<file path="config.mk">
export PLATFORM = sky130hd
export DESIGN_NAME = pipe_adder
export DESIGN_NICKNAME = d
export VERILOG_FILES = /design/src/rtl/pipe_adder.sv
export SDC_FILE = /design/constraint.sdc
export NUM_CORES = 1
export LEC_CHECK = 0
export CAP_MARGIN = 25
export CORE_ASPECT_RATIO = 1.2
export CORE_MARGIN = 3
export CORE_UTILIZATION = 50
export CTS_CLUSTER_DIAMETER = 80
export CTS_CLUSTER_SIZE = 20
export DETAILED_ROUTE_END_ITERATION = 8
export PLACE_DENSITY = 0.84
export RECOVER_POWER = 50
export SLEW_MARGIN = 30
export SYNTH_ARGS = -nofsm -noshare
export SYNTH_HDL_FRONTEND = slang
export SYNTH_SLANG_ARGS = --single-unit
</file>
<file path="constraint.sdc">
create_clock -name clk -period 2.9 [get_ports clk]
set_clock_uncertainty 0.1 [all_clocks]
set_input_delay 0.29 -clock clk [delete_from_list [all_inputs] [get_ports clk]]
set_output_delay 0.29 -clock clk [all_outputs]
set_load 0.01 [all_outputs]
</file>
<file path="src/rtl/pipe_adder.sv">
// pipe_adder: segmented, fully pipelined adder/subtractor.
// Each stage adds one SEG-bit slice and registers the carry for the next.
// The operand slices that are still to be added travel down the pipe with
// the transaction; finished result slices build up in a partial-sum word.
// A single advance enable stalls every stage while the output is held.
module pipe_adder #(
  parameter int WIDTH = 36,
  parameter int SEG   = 9
) (
  input  logic             clk,
  input  logic             reset_n,
  input  logic [WIDTH-1:0] A,
  input  logic [WIDTH-1:0] B,
  input  logic             Cin,
  input  logic             Sub,
  input  logic             in_valid,
  output logic             in_ready,
  output logic [WIDTH-1:0] S,
  output logic             Cout,
  output logic             Ovf,
  output logic             out_valid,
  input  logic             out_ready
);

  localparam int NSEG = WIDTH / SEG;

  // Signed overflow from the two operand sign bits and the result sign bit.
  function automatic logic ovf_f(input logic a_msb, input logic b_msb, input logic s_msb);
    return (a_msb == b_msb) && (s_msb != a_msb);
  endfunction

  // Values presented to each stage's adder this cycle.
  logic [WIDTH-1:0] cur_a_s   [NSEG];
  logic [WIDTH-1:0] cur_b_s   [NSEG];
  logic             cur_c_s   [NSEG];
  logic             cur_v_s   [NSEG];
  logic [WIDTH-1:0] cur_sum_s [NSEG];
  logic [SEG:0]     seg_s     [NSEG];
  logic [WIDTH-1:0] nxt_sum_s [NSEG];
  logic             en_s;

  // Inter-stage registers (stage 0 .. NSEG-2); the last stage feeds the outputs.
  // Operands are kept pre-shifted so the active slice is always in the low SEG bits.
  logic [WIDTH-1:0] a_r   [NSEG-1];
  logic [WIDTH-1:0] b_r   [NSEG-1];
  logic [WIDTH-1:0] sum_r [NSEG-1];
  logic             cy_r  [NSEG-1];
  logic             vld_r [NSEG-1];

  logic [WIDTH-1:0] s_r;
  logic             cout_r;
  logic             ovf_r;
  logic             out_valid_r;

  assign en_s      = !out_valid_r || out_ready;
  assign in_ready  = en_s;
  assign S         = s_r;
  assign Cout      = cout_r;
  assign Ovf       = ovf_r;
  assign out_valid = out_valid_r;

  // Route the port inputs to stage 0 and each register bank to the next stage.
  // Subtraction is folded in here: B is inverted and the initial carry forced to 1.
  always_comb begin
    cur_a_s[0]   = A;
    cur_v_s[0]   = in_valid;
    cur_sum_s[0] = {WIDTH{1'b0}};
    if (Sub) begin
      cur_b_s[0] = ~B;
      cur_c_s[0] = 1'b1;
    end else begin
      cur_b_s[0] = B;
      cur_c_s[0] = Cin;
    end
    for (int k = 1; k < NSEG; k++) begin
      cur_a_s[k]   = a_r[k-1];
      cur_b_s[k]   = b_r[k-1];
      cur_c_s[k]   = cy_r[k-1];
      cur_v_s[k]   = vld_r[k-1];
      cur_sum_s[k] = sum_r[k-1];
    end
  end

  // One SEG-bit ripple add per stage; the slice result is placed at its final bit position.
  always_comb begin
    for (int k = 0; k < NSEG; k++) begin
      seg_s[k]     = {1'b0, cur_a_s[k][SEG-1:0]}
                   + {1'b0, cur_b_s[k][SEG-1:0]}
                   + {{SEG{1'b0}}, cur_c_s[k]};
      nxt_sum_s[k] = cur_sum_s[k]
                   | ({{(WIDTH-SEG){1'b0}}, seg_s[k][SEG-1:0]} << (k * SEG));
    end
  end

  // Pipeline advance: everything moves together on en; data fields only load
  // for valid transactions so bubbles never disturb the held result.
  always_ff @(posedge clk or negedge reset_n) begin
    if (!reset_n) begin
      for (int k = 0; k < NSEG - 1; k++) begin
        vld_r[k] <= 1'b0;
        cy_r[k]  <= 1'b0;
        a_r[k]   <= {WIDTH{1'b0}};
        b_r[k]   <= {WIDTH{1'b0}};
        sum_r[k] <= {WIDTH{1'b0}};
      end
      out_valid_r <= 1'b0;
      s_r         <= {WIDTH{1'b0}};
      cout_r      <= 1'b0;
      ovf_r       <= 1'b0;
    end else if (en_s) begin
      for (int k = 0; k < NSEG - 1; k++) begin
        vld_r[k] <= cur_v_s[k];
        if (cur_v_s[k]) begin
          cy_r[k]  <= seg_s[k][SEG];
          a_r[k]   <= cur_a_s[k] >> SEG;
          b_r[k]   <= cur_b_s[k] >> SEG;
          sum_r[k] <= nxt_sum_s[k];
        end
      end
      out_valid_r <= cur_v_s[NSEG-1];
      if (cur_v_s[NSEG-1]) begin
        s_r    <= nxt_sum_s[NSEG-1];
        cout_r <= seg_s[NSEG-1][SEG];
        ovf_r  <= ovf_f(cur_a_s[NSEG-1][SEG-1], cur_b_s[NSEG-1][SEG-1],
                        nxt_sum_s[NSEG-1][WIDTH-1]);
      end
    end
  end

endmodule

</file>
==> results.ini <==
[detailed_routing]
ant_nets = 0
drc = 0
vias = 5880
finalWirelength_um = 17480
viasPerCell = 5.259
drtPass1Iterations = 4
drt_iter0_markers = 260
wl_per_cell_um = 15.64

[worst_setup_path]
worstSetupPathDepth = 4
crit_buf_inv = 1
cp.arrival_ns = 2.70
slowest_delay_ns = 0.97
startpoint = out_valid$_DFFE_PN0N_
worstReg2RegStart = out_valid$_DFFE_PN0N_
worst-setup-path-type = reg2reg
cp_slowest_cell = clkbuf_1
cp-start-kind = flop
crit_family = buffers and inverters
reg2reg_to = S[4]$_DFFE_PN0P_
cp-end-kind = flop
cp_max_fo = 30
reg2reg_slack_ns = 0.44
path_cells = nand2b_1 > nand2_1 > clkbuf_1 > mux2_2
endpoint = S[4]$_DFFE_PN0P_
cp.required_ns = 3.15
reg2reg_depth = 4

[power_and_ir_drop]
power.density_nw_per_um2 = 1051
p_switching_uw = 4055
ir_worst_vdd_v = 0.0003945
power.share.combinational = 0.437
total_leakage_power_uw = 0.004934
p_sw_frac = 0.3399
p_clk_frac = 0.155
power_frac_seq = 0.408
p_total_uw = 11930
p_int_uw = 7876

[global_route]
groute.usage.overall = 0.1736
grt_max_degree = 78
grt_pass1_wl_um = 29840
grt_antenna_before_repair = 0
grt_pass1_vias = 6051
grt_overflow = 0

[yosys]
synth_edf_count = 0
synth_nets = 870
synthFlopType = dfrtp_1
syn_area_per_cell_um2 = 12.59
synthesis.area_um2 = 9467
netlist_instances = 752
yosys_warnings = 0
async_flop_share = 1.000
seq_area_frac_synth = 0.5472
ys_ff_latch = 207
ys_types = 42

[clock_tree]
clk_latency_ns = 0.46
cts_buffers = 14
clkSinkCount = 207
hold_buffers = 1
postCtsSetupRepairBufs = 0
ctsResizeCount = 0
cts_tree = built
cts_root_buffer = clkbuf_16
htree_levels = 1
clk_pin_slew_ns = 0.08
clockBufferDepth = 3

[cells_and_area]
fin_nets = 984
final_layout_size_suffix_gt1_frac = 0.2055
syn2layout_area_growth_pct = 19.89
antennaDiodeCount = 0
nFillCells = 1479

[timing]
setup_violations = 0
hold_viol_final = 0
slew_headroom = -0.2569
tightest_slew_ns = 1.885
tns_ns = 0
max_freq_mhz = 407.3
rsz0062_at_grt = no
slew_violations = 76
min_period_ns = 2.455
fin_crit_sh = 0.8466

[die]
core_area_um2 = 18380
start_util = 0.5151
num_io_pins = 118
die_h_um = 156.7
chipWidth_um = 131.6
rows = 54
dieArea_um2 = 20630

[outcome]
status = finished with violations
violations = max-capacitance violations, max-slew violations

[placement]
dpl.hpwl_um = 12590
io_buffers = 117
place_congestion = 0.8155

[job]
maxCapViolCount = 1

[hold_path]
hold_class = in2reg

[how the worst min path moves through the flow]
stage	end	depth (start not counted)	startpoint	slack [ns]
detailed placement	cur_sum_s[80]$_DFFE_PN0P_	1	reset_n	0.26
CTS	cur_sum_s[73]$_DFFE_PN0P_	5	Sub	0.29
global placement	S[4]$_DFFE_PN0P_	1	reset_n	0.26
floorplan	Cout$_DFFE_PN0P_	0	reset_n	-0.11
finish	cur_sum_s[73]$_DFFE_PN0P_	5	Sub	0.29
global route	a_r[74]$_DFFE_PN0P_	2	A[11]	0.33
[state kept, by name, summed over array words and instances (netlist names)]
name / cells
a_r: 54
S: 36
cur_v_s: 3
Cout: 1
cur_sum_s: 54
b_r: 54
out_valid: 1
Ovf: 1
cur_c_s: 3
[through the flow]
stage | instances | hold slack (ns) | cell area [um2] | utilization | setup slack [ns]
floorplan | 752 | -0.1056 | 9467 | - | 0.3016
detailed placement | 1101 | 0.2603 | 10980 | 0.5973 | 0.1786
global route | 1118 | 0.3318 | 11350 | 0.6176 | 0.1490
global placement | 1101 | 0.2615 | 10980 | 0.5973 | 0.2581
CTS | 1118 | 0.2854 | 11380 | 0.6191 | 0.4633
finish | 1118 | 0.2905 | 11350 | 0.6176 | 0.4448
[area by class of cell]
cell class                      count  area [um2]  area share
Multi-Input combinational cell    486        4025      0.3546
Tap cell                          252       315.3     0.02778
Inverter                           25       93.84    0.008268
Clock inverter                      1       16.27    0.001433
Clock buffer                       15       375.4     0.03307
Sequential cell                   207        5180      0.4564
Timing Repair Buffer              132        1344      0.1184
[tightest hold or removal path, stage by stage]
cell	delay [ns]
buf_2	0.12
xor2_1	0.09
inv_1	0.08
fa_1	0.15
o21ai_0	0.07
[cell usage in the layout (no fill, tap or decap), drive strengths merged, types with 2 or more instances in the layout]
cell           instances
o21a                  16
a21boi                 4
dlygate4sd3            8
xnor2                 32
o41a                   3
o21bai                 2
o21ai                 60
dfrtp                207
mux2                 138
nand2b                 3
clkdlybuf4s50        108
a2111oi                3
buf                   13
inv                   25
a21o                   5
nor3b                  2
nand2                 66
clkbuf                18
o211ai                 3
nor2b                  4
nor2                  15
o31ai                 15
a211oi                 5
nand3                  2
a31oi                  2
ha                    32
nor3                  25
xor2                  19
fa                     8
a21oi                 16
[synthesized netlist by cell type, types with 2 or more instances]
cell type  instances  area, um2
dfrtp_1          207       5180
mux2_2           138       1554
nand2_1           66      247.7
o21ai_0           60      300.3
ha_1              32      400.4
xnor2_1           32      280.3
inv_1             25      93.84
nor3_1            25      125.1
buf_2             22      110.1
xor2_1            19      166.4
a21oi_1           16      80.08
nor2_1            15      56.30
o21a_1            15      112.6
o31ai_1           11      82.58
fa_1               8      160.2
clkbuf_1           7      26.28
a211oi_1           5      37.54
a21o_1             5      37.54
buf_4              4      30.03
a21boi_0           3      22.52
nand2b_1           3      18.77
nor2b_1            3      18.77
o211ai_1           3      22.52
o41a_1             3      33.78
a2111oi_4          2      55.05
a31oi_1            2      12.51
nand3_1            2      10.01
nor3b_1            2      15.01
o21bai_1           2      15.01
o31ai_2            2      25.02
o31ai_4            2      42.54
[power groups by stage]
stage | sequential [uW] | combinational, uW | clock [uW]
detailed placement | 4950 | 5260 | 0
global route | 5040 | 5840 | 2020
floorplan | 4820 | 3720 | 0
global placement | 4880 | 5060 | 0
CTS | 4890 | 5310 | 1900
finish | 4870 | 5210 | 1850
[logic make-up (layout without fill, tap and decap cells)]
family | count (synthesis) | count (layout) | share of synthesized area
adders and majority gates | 40 | 40 | 0.05921
buffers and inverters | 59 | 173 | 0.02789
DFF | 207 | 207 | 0.5472
and+or+nand+nor | 121 | 121 | 0.05617
muxes | 138 | 138 | 0.1642
xor gates and xnor gates | 51 | 51 | 0.04718
AOI/OAI and AO/OA | 136 | 136 | 0.09820
[per-layer routing]
layer	routed length (um)	part of all wire	vias up	global-route usage
met2	8823	0.50	112	0.3106
li1	-	-	2851	-
met3	797	0.046	25	0.02572
met5	0	0	-	0
met4	332	0.019	0	0.04352
met1	7528	0.43	2892	0.2243
Note: power is estimated with default switching activity, not from simulation.
